**src/rtl/sram22_ctrl_pkg.sv**
```systemverilog
// Shared widths, FSM state and requester-id types for the SRAM22 64x32 controller.
package sram22_ctrl_pkg;
  localparam int SRAM_DATA_WIDTH = 32;
  localparam int SRAM_ADDR_WIDTH = 6;
  localparam int SRAM_DEPTH      = 64;

  typedef enum logic {
    ST_INIT = 1'b0,
    ST_RUN  = 1'b1
  } state_t;

  typedef logic req_id_t;
endpackage

```
**src/rtl/sram22_rr_arb2.sv**
```systemverilog
// Two-way round-robin arbiter; grant is combinational, the priority pointer is registered.
module sram22_rr_arb2
  import sram22_ctrl_pkg::*;
(
  input  logic       clk,
  input  logic       rst_n,
  input  logic [1:0] valid,
  input  logic       advance,
  output logic [1:0] grant,
  output req_id_t    grant_id
);

  req_id_t rr_ptr_q, rr_ptr_d;
  logic    any_grant;

  always_comb begin
    grant_id  = (valid == 2'b11) ? rr_ptr_q : valid[1];
    any_grant = advance && (|valid);
    grant     = any_grant ? (grant_id ? 2'b10 : 2'b01) : 2'b00;
    // The winner yields priority to the other side; idle cycles keep the pointer.
    rr_ptr_d  = any_grant ? ~grant_id : rr_ptr_q;
  end

  always_ff @(posedge clk or negedge rst_n) begin
    if (!rst_n) begin
      rr_ptr_q <= 1'b0;
    end else begin
      rr_ptr_q <= rr_ptr_d;
    end
  end

endmodule

```
**src/rtl/sram22_64x32_arb2.sv**
```systemverilog
// SRAM22 64x32 controller: post-reset zero fill, then round-robin sharing between two
// requesters with tagged, fixed 1-cycle read responses.
module sram22_64x32_arb2
  import sram22_ctrl_pkg::*;
#(
  parameter int DATA_WIDTH = SRAM_DATA_WIDTH,
  parameter int ADDR_WIDTH = SRAM_ADDR_WIDTH,
  parameter bit INIT_ZERO  = 1'b1
) (
  input  logic                    clk,
  input  logic                    rst_n,
  input  logic [1:0]              req_valid,
  output logic [1:0]              req_ready,
  input  logic [1:0]              req_we,
  input  logic [2*ADDR_WIDTH-1:0] req_addr,
  input  logic [2*DATA_WIDTH-1:0] req_din,
  output logic                    rsp_valid,
  output logic                    rsp_id,
  output logic [DATA_WIDTH-1:0]   rsp_data,
  output logic                    init_done,
  output logic                    sram_we,
  output logic                    sram_wmask,
  output logic [ADDR_WIDTH-1:0]   sram_addr,
  output logic [DATA_WIDTH-1:0]   sram_din,
  input  logic [DATA_WIDTH-1:0]   sram_dout
);

  localparam state_t RST_STATE = INIT_ZERO ? ST_INIT : ST_RUN;

  state_t                state_q;
  logic [ADDR_WIDTH-1:0] init_addr_q;
  logic                  init_done_q;
  logic                  rsp_valid_q;
  req_id_t               rsp_id_q;

  logic [1:0]            grant;
  req_id_t               grant_id;
  logic                  advance;
  logic                  init_last;
  logic                  rd_accept;
  logic [ADDR_WIDTH-1:0] sel_addr;
  logic [DATA_WIDTH-1:0] sel_din;

  assign advance   = rst_n && (state_q == ST_RUN);
  assign init_last = &init_addr_q;
  assign sel_addr  = grant_id ? req_addr[2*ADDR_WIDTH-1:ADDR_WIDTH] : req_addr[ADDR_WIDTH-1:0];
  assign sel_din   = grant_id ? req_din[2*DATA_WIDTH-1:DATA_WIDTH] : req_din[DATA_WIDTH-1:0];
  assign rd_accept = (|grant) && !req_we[grant_id];

  sram22_rr_arb2 u_arb (
    .clk      (clk),
    .rst_n    (rst_n),
    .valid    (req_valid),
    .advance  (advance),
    .grant    (grant),
    .grant_id (grant_id)
  );

  // Macro pins are forced quiet while reset is held so nothing is written.
  always_comb begin
    sram_we    = 1'b0;
    sram_wmask = 1'b0;
    sram_addr  = '0;
    sram_din   = '0;
    if (rst_n) begin
      if (state_q == ST_INIT) begin
        sram_we    = 1'b1;
        sram_wmask = 1'b1;
        sram_addr  = init_addr_q;
      end else if (|grant) begin
        sram_we    = req_we[grant_id];
        sram_wmask = req_we[grant_id];
        sram_addr  = sel_addr;
        sram_din   = sel_din;
      end
    end
  end

  always_ff @(posedge clk or negedge rst_n) begin
    if (!rst_n) begin
      state_q     <= RST_STATE;
      init_addr_q <= '0;
      init_done_q <= 1'b0;
      rsp_valid_q <= 1'b0;
      rsp_id_q    <= 1'b0;
    end else begin
      rsp_valid_q <= rd_accept;
      if (rd_accept) begin
        rsp_id_q <= grant_id;
      end
      case (state_q)
        ST_INIT: begin
          init_addr_q <= init_addr_q + 1'b1;
          if (init_last) begin
            state_q     <= ST_RUN;
            init_done_q <= 1'b1;
          end
        end
        default: init_done_q <= 1'b1;
      endcase
    end
  end

  assign req_ready = grant;
  assign rsp_valid = rsp_valid_q;
  assign rsp_id    = rsp_id_q;
  assign rsp_data  = sram_dout;
  assign init_done = init_done_q;

endmodule

```
**config.mk**
```make
export PLATFORM = sky130hd
export DESIGN_NAME = sram22_64x32_arb2
export DESIGN_NICKNAME = d
export VERILOG_FILES = /design/src/rtl/sram22_ctrl_pkg.sv /design/src/rtl/sram22_rr_arb2.sv /design/src/rtl/sram22_64x32_arb2.sv
export SDC_FILE = /design/constraint.sdc
export NUM_CORES = 1
export LEC_CHECK = 0
export ABC_AREA = 1
export BUFFER_PORTS_ARGS = -buffer_cell sky130_fd_sc_hd__buf_4
export CORE_MARGIN = 2
export CORE_UTILIZATION = 31
export CTS_CLUSTER_DIAMETER = 60
export DETAILED_ROUTE_END_ITERATION = 8
export PLACE_DENSITY = 0.87
export SLEW_MARGIN = 30
export SYNTH_ARGS = -nofsm -noshare
export SYNTH_HDL_FRONTEND = slang
export SYNTH_HIERARCHICAL = 1
export SYNTH_SLANG_ARGS = --single-unit
```
**constraint.sdc**
```tcl
create_clock -name clk -period 1.63 [get_ports clk]
set_clock_uncertainty 0.15 [all_clocks]
set_input_delay 0.0815 -clock clk [delete_from_list [all_inputs] [get_ports clk]]
set_output_delay 0.0815 -clock clk [all_outputs]
set_load 0.01 [all_outputs]
```
# Word level (Yosys, flattened, before mapping)
# Cells that the tools add are included.
# word_totals
ff_bits	11
inputBits	114
word_cells	38
# op_classes
n_addsub	1
n_lt_le_gt_ge	1
n_eq_ne	1
muxes	20
n_bitwise	1
n_reduce_logical	8
# op_table
op	count
32-bit two-way mux	4
6-bit two-way mux	4
1-bit two-way mux	10
6-bit by 1-bit adder with 6-bit output, second input constant	1
6-bit AND reduction	1
2-bit two-way mux	2
2-bit OR reduction	2
1-bit logical AND	3
2-bit equality test, second input constant	1
1-bit by 2-bit less-than comparator with 1-bit output, second input constant	1
2-bit nonzero test	1
1-bit logical NOT	1
1-bit inverter	1

# Longest topological paths before layout
# Gate-level depths: netlist of run 1.
# logic_depth
ltp_word	8
mapped_depth	12
ltp_nobuf	11

# By module
# Netlist of run 1, hierarchy kept.
# modules_own_cells
module	instances	cells_per_inst	area_per_inst_um2
sram22_64x32_arb2	1	299	1580.3
sram22_rr_arb2	1	14	75.1

# Least setup slack after synthesis of run 1
# Ideal clock, no wire load.
# synth_path
path_type	reg-to-output
from	register state_q
to	output sram_wmask
t_arrival_ns	1.684
required_time_ns	1.398
path_slack_ns	-0.286
stages_incl_launch_ff	10
path_cell_list	dfrtp_1 -> nand2_2 -> inv_1 -> inv_1 -> nor2_1 -> nor2_1 -> inv_1 -> nand2_1 -> o21ai_0 -> buf_4
# synth_between
elab_chain_cells	7
# synth_rtl
item	line	source
from (decl)	sram22_64x32_arb2.sv:30	state_t state_q;
from (signal assigned)	sram22_64x32_arb2.sv:81	state_q <= RST_STATE;
from (signal assigned)	sram22_64x32_arb2.sv:95	state_q <= ST_RUN;
1-bit logical AND	sram22_64x32_arb2.sv:44	assign advance = rst_n && (state_q == ST_RUN);
named net advance	sram22_64x32_arb2.sv:38	logic advance;
1-bit logical AND	sram22_rr_arb2.sv:18	any_grant = advance && (|valid);
2-bit two-way mux	sram22_rr_arb2.sv:19	grant = any_grant ? (grant_id ? 2'b10 : 2'b01) : 2'b00;
named net req_ready[1]	sram22_64x32_arb2.sv:13	output logic [1:0] req_ready,
2-bit OR reduction	sram22_64x32_arb2.sv:70	end else if (|grant) begin
1-bit two-way mux (3 in a row)	--	
to (decl)	sram22_64x32_arb2.sv:22	output logic sram_wmask,
# The timed path passes the listed nets, and every way through them passes these cells.

# Worst setup path in the final report of run 1
# layout_path
from	register state_q
to	output sram_addr[3]
# layout_between
elab_chain_cells	7
# layout_rtl
item	line	source
1-bit logical AND	sram22_64x32_arb2.sv:44	
named net advance	sram22_64x32_arb2.sv:38	
1-bit logical AND	sram22_rr_arb2.sv:18	
2-bit two-way mux	sram22_rr_arb2.sv:19	
2-bit OR reduction	sram22_64x32_arb2.sv:70	
6-bit two-way mux	sram22_64x32_arb2.sv:70	
6-bit two-way mux	sram22_64x32_arb2.sv:66	if (state_q == ST_INIT) begin
6-bit two-way mux	sram22_64x32_arb2.sv:65	if (rst_n) begin
to (decl)	sram22_64x32_arb2.sv:23	output logic [ADDR_WIDTH-1:0] sram_addr,
# The timed path passes the listed nets, and every way through them passes these cells.

==> flow_metrics.env, run 1 <==
export IMPL_post_route_period_util=1.15
export IMPL_fp_dieH_um=77.1
export IMPL_antennaDiodeCount=0
export IMPL_hold_slack_ps=-0.135
export IMPL_antenna_found_initial=0
export IMPL_grt_pass1_vias=1993
export IMPL_drc=0
export IMPL_overflow=0
export IMPL_synth_seq_area_share=0.166
export IMPL_nets=538
export IMPL_crit_path_top_delay_cell="dfrtp_1"
export IMPL_ctsLongestPathBuffers=2
export IMPL_use_met2=0.335
export IMPL_power_leakage_nw=1.92
export IMPL_grt_max_degree=33
export IMPL_p_total_mw=0.858
export IMPL_grt_pass1_wl_mm=8.68
export IMPL_ir_drop_mv=0.355
export IMPL_vias_per_cell=4.29
export IMPL_synth_seq_cells=11
export IMPL_worst_path_stages=12
export IMPL_drtIter0Drc=43
export IMPL_wirelength_mm=5.45
export IMPL_synth_edf_count=0
export IMPL_min_path_type="input pin to flip-flop"
export IMPL_yosys_area_top_type_share=0.385
export IMPL_hold_viol=1
export IMPL_seq_area_um2=275
export IMPL_fillers=501
export IMPL_crit_start="state_q$_DFF_PN0_"
export IMPL_yosysTopAreaCell="nand2_1"
export IMPL_num_vias=2110
export IMPL_powerDensity_nw_per_um2=314
export IMPL_track_usage=0.175
export IMPL_synth_ff_type="dfrtp_1"
export IMPL_worst_pin_slew_ps=492
export IMPL_rr_worst_depth=12
export IMPL_synthTopCellsByCount="nand2_1 (170), inv_1 (54), buf_4 (34)"
export IMPL_die_area_um2=5940
export IMPL_gp_congestion=0.834
export IMPL_path_common_cell="inv_2"
export IMPL_cap_violations=0
export IMPL_areaGrowthSynthToFinish_pct=65.2
export IMPL_start_util=0.322
export IMPL_syn_num_nets=428
export IMPL_hold_start="req_we[0]"
export IMPL_utilization=0.532
export IMPL_cts_sinks=11
export IMPL_criticalPathCategory="flip-flop to primary output"
export IMPL_r2r_start="state_q$_DFF_PN0_"
export IMPL_fin_ws_ps=-248
export IMPL_h_tree_depth=1
export IMPL_multi_input_area_um2=870
export IMPL_worstPathCellList="nand2_2 > inv_2 > inv_2 > nor2_1 > nand2_1 > inv_2 > nor2_4 > nor2_8 > buf_12 > inv_4 > o21ai_2 > buf_4"
export IMPL_violations="negative hold slack, negative setup slack"
export IMPL_ys_warn_count=6
export IMPL_insertion_delay_ps=240
export IMPL_synth_area_leaders="nand2_1 (39%), dfrtp_1 (17%), buf_4 (15%)"
export IMPL_synthCells=313
export IMPL_worst_setup_path_end_kind="primary output"
export IMPL_tns_ps=-8330
export IMPL_pre_cts_slack_ps=20.5
export IMPL_avgSynthCellArea_um2=5.29
export IMPL_r2r_end="u_arb/rr_ptr_q$_DFFE_PN0P_"
export IMPL_clk_pin_slew_ps=50
export IMPL_cp_buffers_inverters=6
export IMPL_firstDrtPassIters=4
export IMPL_grt_busiest_layer="met2"
export IMPL_critPathMaxFanout=5
export IMPL_r2r_setup_slack_ps=60
export IMPL_grtUsageMet3=0.0541
export IMPL_crit_family="buffers and inverters"
export IMPL_grt_setup_unrepaired="true"
export IMPL_grtUsageMet1=0.182
export IMPL_worstPathRequired_ps=1400
export IMPL_rows=26
export IMPL_status="finished with violations"
export IMPL_antenna_left=0
export IMPL_die_w_um=77.1
export IMPL_async_flop_share=1.00
export IMPL_slowest_delay_ps=360
export IMPL_cts_made_buffers=3
export IMPL_crit_arrival_ps=1650
export IMPL_yosysMostFrequentCell="nand2_1"
export IMPL_core_area_um2=5140
export IMPL_fmax_mhz=532
export IMPL_cts_root_buf="clkbuf_8"
export IMPL_setup_violations=40
export IMPL_place_hpwl_mm=4.27
export IMPL_slew_viol_final=0
export IMPL_cts_tree="yes"
export IMPL_layout_min_cycle_time_ps=1880
export IMPL_wl_per_cell_um=11.1
export IMPL_port_buffers=126
export IMPL_drive_gt1_frac=0.415
export IMPL_ios=191
export IMPL_start_kind="flip-flop"
export IMPL_cp_endpoint="sram_addr[3]"
export IMPL_max_slew_margin_rel=0.671
export IMPL_ys_types=18
export IMPL_syn_area_um2=1660
## kinds of logic after synthesis
group	Yosys count	share of synthesized area
flip-flops	11	0.166
buffers and inverters	100	0.336
AO/OA/AOI/OAI	12	0.0378
XOR/XNOR	3	0.0159
adder cells (fa/ha/maj)	1	0.00756
AND/OR/NAND/NOR	186	0.436
## power by group
part	leakage, nW	internal, mW	switching [mW]
Sequential	0.139	0.273	0
Combinational	1.75	0.181	0.130
Clock	0.0255	0.168	0.106
## per-stage QoR
step / instance area (um^2) / instances
global placement: 2490 / 478
global route: 2730 / 492
CTS: 2660 / 491
floorplan: 1670 / 313
detailed placement: 2490 / 478
finish: 2730 / 492
## cells in the final DEF (no fill, tap or decap), types with 2 or more instances in the layout
cell type	instances
nor2_1	8
clkbuf_8	3
dfrtp_1	11
dlygate4sd3_1	2
xor2_1	3
nand2_2	5
a21oi_1	2
o21ai_2	5
buf_6	14
inv_1	46
o21ai_0	2
nand2_1	165
nand3_1	4
inv_2	8
buf_12	3
o21ai_1	2
buf_4	129
## area by class of cell
cell class,count,share of cell area
flip-flops and latches,11,0.101
clock inverters,1,0.00183
multi-input cells,202,0.318
clock buffers,3,0.0151
well taps,70,0.0320
inverters,55,0.0764
repair buffers,150,0.456
## flip-flops by register name, indices dropped and copies added, names as in the netlist
signal          count
init_addr_q         6
state_q             1
rsp_valid           1
u_arb/rr_ptr_q      1
init_done           1
rsp_id              1
## how the worst min path moves through the flow
stage / end / slack, ps / depth (start not counted)
6_report: rsp_valid$_DFF_PN0_ / -0.1 / 4
5_1_grt: rsp_data[17] / 10 / 0
4_1_cts: rsp_valid$_DFF_PN0_ / 0.9 / 4
3_5_place_dp: init_addr_q[3]$_DFFE_PN0N_ / -110 / 2
3_3_place_gp: init_addr_q[3]$_DFFE_PN0N_ / -110 / 2
2_1_floorplan: init_addr_q[0]$_DFFE_PN0N_ / -360 / 0
## per-layer routing
layer	wire length, um	vias up
met3	567	10
met5	0	-
met1	1970	899
li1	-	1081
met4	88	0
met2	2820	120
## repair_timing
item,in CTS,in global routing
buffers inserted,7,2
endpoints found under the hold margin,12,0
setup endpoints to repair,40,43
hold buffers,2,0
gates cloned,0,1
pin swaps,0,7
resized for setup,20,18
## worst min-delay path: stages
cell     delay, ps
buf_4           80
o21ai_1         70
nand2_1         80
inv_1           40
Power figures use the tool's default switching activity.
==> run 2, diff against run 1 <==
- PLACE_DENSITY: 0.87 -> not set
- PLACE_DENSITY_LB_ADDON: not set -> 0.15
==> run 2 against run 1 <==
  * Sequential power is essentially flat
  * First-iteration DRC count shrank 42%
  * Maximum frequency shrank 2.4%
  * Final cell count grew 0.20%
  * Critical path depth is the same
  * Largest cell class unchanged
  * Flip-flop and latch count is the same
  * The run still ends with negative hold slack, negative setup slack left
  * Critical path type unchanged
  * Die area is the same
  * Clock power is essentially flat
  * Combinational power grew 5%
  * Utilization grew 0.63 points
==> flow_metrics.env, run 2 (synthesized netlist as in run 1, its figures left out) <==
export IMPL_crit_arrival_ps=1690
export IMPL_placed_area_um2=2530
export IMPL_post_route_period_util=1.18
export IMPL_cts_tree="yes"
export IMPL_largest_reg_flops=6
export IMPL_cap_violations=0
export IMPL_worst_setup_path_end_kind="primary output"
export IMPL_cts_root_buf="clkbuf_8"
export IMPL_start_util=0.322
export IMPL_clk_pin_slew_ps=50
export IMPL_wl_per_cell_um=10.9
export IMPL_fmax_mhz=519
export IMPL_min_path_type="input pin to flip-flop"
export IMPL_max_slew_margin_rel=0.661
export IMPL_antennaDiodeCount=0
export IMPL_firstDrtPassIters=3
export IMPL_antenna_left=0
export IMPL_final_common_cell="nand2_1"
export IMPL_die_w_um=77.1
export IMPL_drive_gt1_frac=0.418
export IMPL_cts_sinks=11
export IMPL_port_buffers=126
export IMPL_grt_max_degree=32
export IMPL_rows=26
export IMPL_worstPathRequired_ps=1400
export IMPL_pre_cts_slack_ps=-0.606
export IMPL_hold_slack_ps=-0.490
export IMPL_antenna_found_initial=0
export IMPL_layout_min_cycle_time_ps=1930
export IMPL_nets=539
export IMPL_slew_viol_final=0
export IMPL_start_kind="flip-flop"
export IMPL_place_hpwl_mm=4.11
export IMPL_wirelength_mm=5.38
export IMPL_largest_register="init_addr_q"
export IMPL_p_total_mw=0.871
export IMPL_die_area_um2=5940
export IMPL_status="finished with violations"
export IMPL_multi_input_area_um2=895
export IMPL_setup_violations=40
export IMPL_critPathMaxFanout=6
export IMPL_h_tree_depth=1
export IMPL_ir_drop_mv=0.616
export IMPL_seq_area_um2=275
export IMPL_crit_family="simple AND/OR/NAND/NOR gates"
export IMPL_grt_pass1_wl_mm=8.18
export IMPL_hold_viol=1
export IMPL_powerDensity_nw_per_um2=315
export IMPL_slowest_delay_ps=360
export IMPL_violations="negative hold slack, negative setup slack"
export IMPL_fillers=545
export IMPL_core_area_um2=5140
export IMPL_cts_made_buffers=3
export IMPL_areaGrowthSynthToFinish_pct=67.1
export IMPL_vias_per_cell=4.23
export IMPL_track_usage=0.164
export IMPL_drtIter0Drc=25
export IMPL_crit_path_top_delay_cell="dfrtp_1"
export IMPL_fp_dieH_um=77.1
export IMPL_worstPathCellList="nand2_2 > inv_2 > inv_2 > nor2_2 > nand2_1 > inv_2 > nor2_4 > nor2_8 > buf_12 > inv_6 > o21ai_2 > buf_4"
export IMPL_power_leakage_nw=1.94
export IMPL_overflow=0
export IMPL_fin_ws_ps=-295
export IMPL_ios=191
export IMPL_gp_congestion=0.776
export IMPL_criticalPathCategory="flip-flop to primary output"
export IMPL_insertion_delay_ps=240
export IMPL_worst_pin_slew_ps=506
export IMPL_grt_setup_unrepaired="true"
export IMPL_cp_buffers_inverters=6
export IMPL_path_common_cell="inv_2"
export IMPL_final_area_um2=2770
export IMPL_mostFrequentLayoutCells="nand2_1 (163), buf_4 (134), inv_1 (47)"
export IMPL_r2r_setup_slack_ps=50
export IMPL_grt_pass1_vias=1903
export IMPL_ctsLongestPathBuffers=2
export IMPL_num_vias=2086
export IMPL_drc=0
run 2: changes by cell type in the layout (fill, tap and decap cells not counted), sizes merged:
cell	before	now
buf	147	148
clkinv	1	0
clkbuf	4	5
run 2: area by class of cell:
class | instances | share of cell area
flip-flops and latches | 11 | 0.0995
inverters | 55 | 0.0764
clock buffers | 4 | 0.0163
well taps | 70 | 0.0317
repair buffers | 151 | 0.453
multi-input cells | 202 | 0.323
run 2: path summary, 6_finish.rpt:
kind,start,endpoint,cells after the start
setup / recovery,state_q$_DFF_PN0_,sram_addr[1],12
hold / removal,req_valid[0],u_arb/rr_ptr_q$_DFFE_PN0P_,4
setup reg to reg,state_q$_DFF_PN0_,rsp_id$_DFFE_PN0P_,13
hold reg to reg,rsp_id$_DFFE_PN0P_,rsp_id$_DFFE_PN0P_,2
max in group asynchronous,rst_n,init_addr_q[5]$_DFFE_PN0N_,3
min in group asynchronous,rst_n,rsp_valid$_DFF_PN0_,3
run 2: tightest hold or removal path: stages:
cell and delay (ps):
buf_4 90, o21ai_0 70, nand2_1 50, nand2_1 50
run 2: power by group:
group	switching (mW)	internal, mW
Combinational	0.132	0.194
Clock	0.100	0.172
Sequential	0	0.274
run 2: routing by layer:
layer / vias up / GRT usage / wire length [um]
met5: - / 0 / 0
met4: 0 / 0.0250 / 67
met3: 10 / 0.0624 / 508
met2: 98 / 0.312 / 2620
met1: 898 / 0.174 / 2190
li1: 1080 / - / -
run 2: timing repair:
action                                  in CTS  in global routing
endpoints found under the setup margin      40                 43
hold endpoints to repair                    12                  0
resized for setup                           21                 14
cloned                                       0                  1
hold buffers                                 2                  0
buffers inserted                             3                  3
pin swaps                                    0                  5
run 2: stage by stage:
stage | utilization | TNS, ps | hold WS (ps) | cells
global placement | 0.493 | 0 | -121 | 480
global route | 0.538 | -14600 | 13.0 | 493
floorplan | - | 0 | -364 | 313
finish | 0.538 | -10390 | -0.490 | 493
detailed placement | 0.493 | -0.718 | -116 | 480
CTS | 0.518 | -8510 | 0.691 | 489
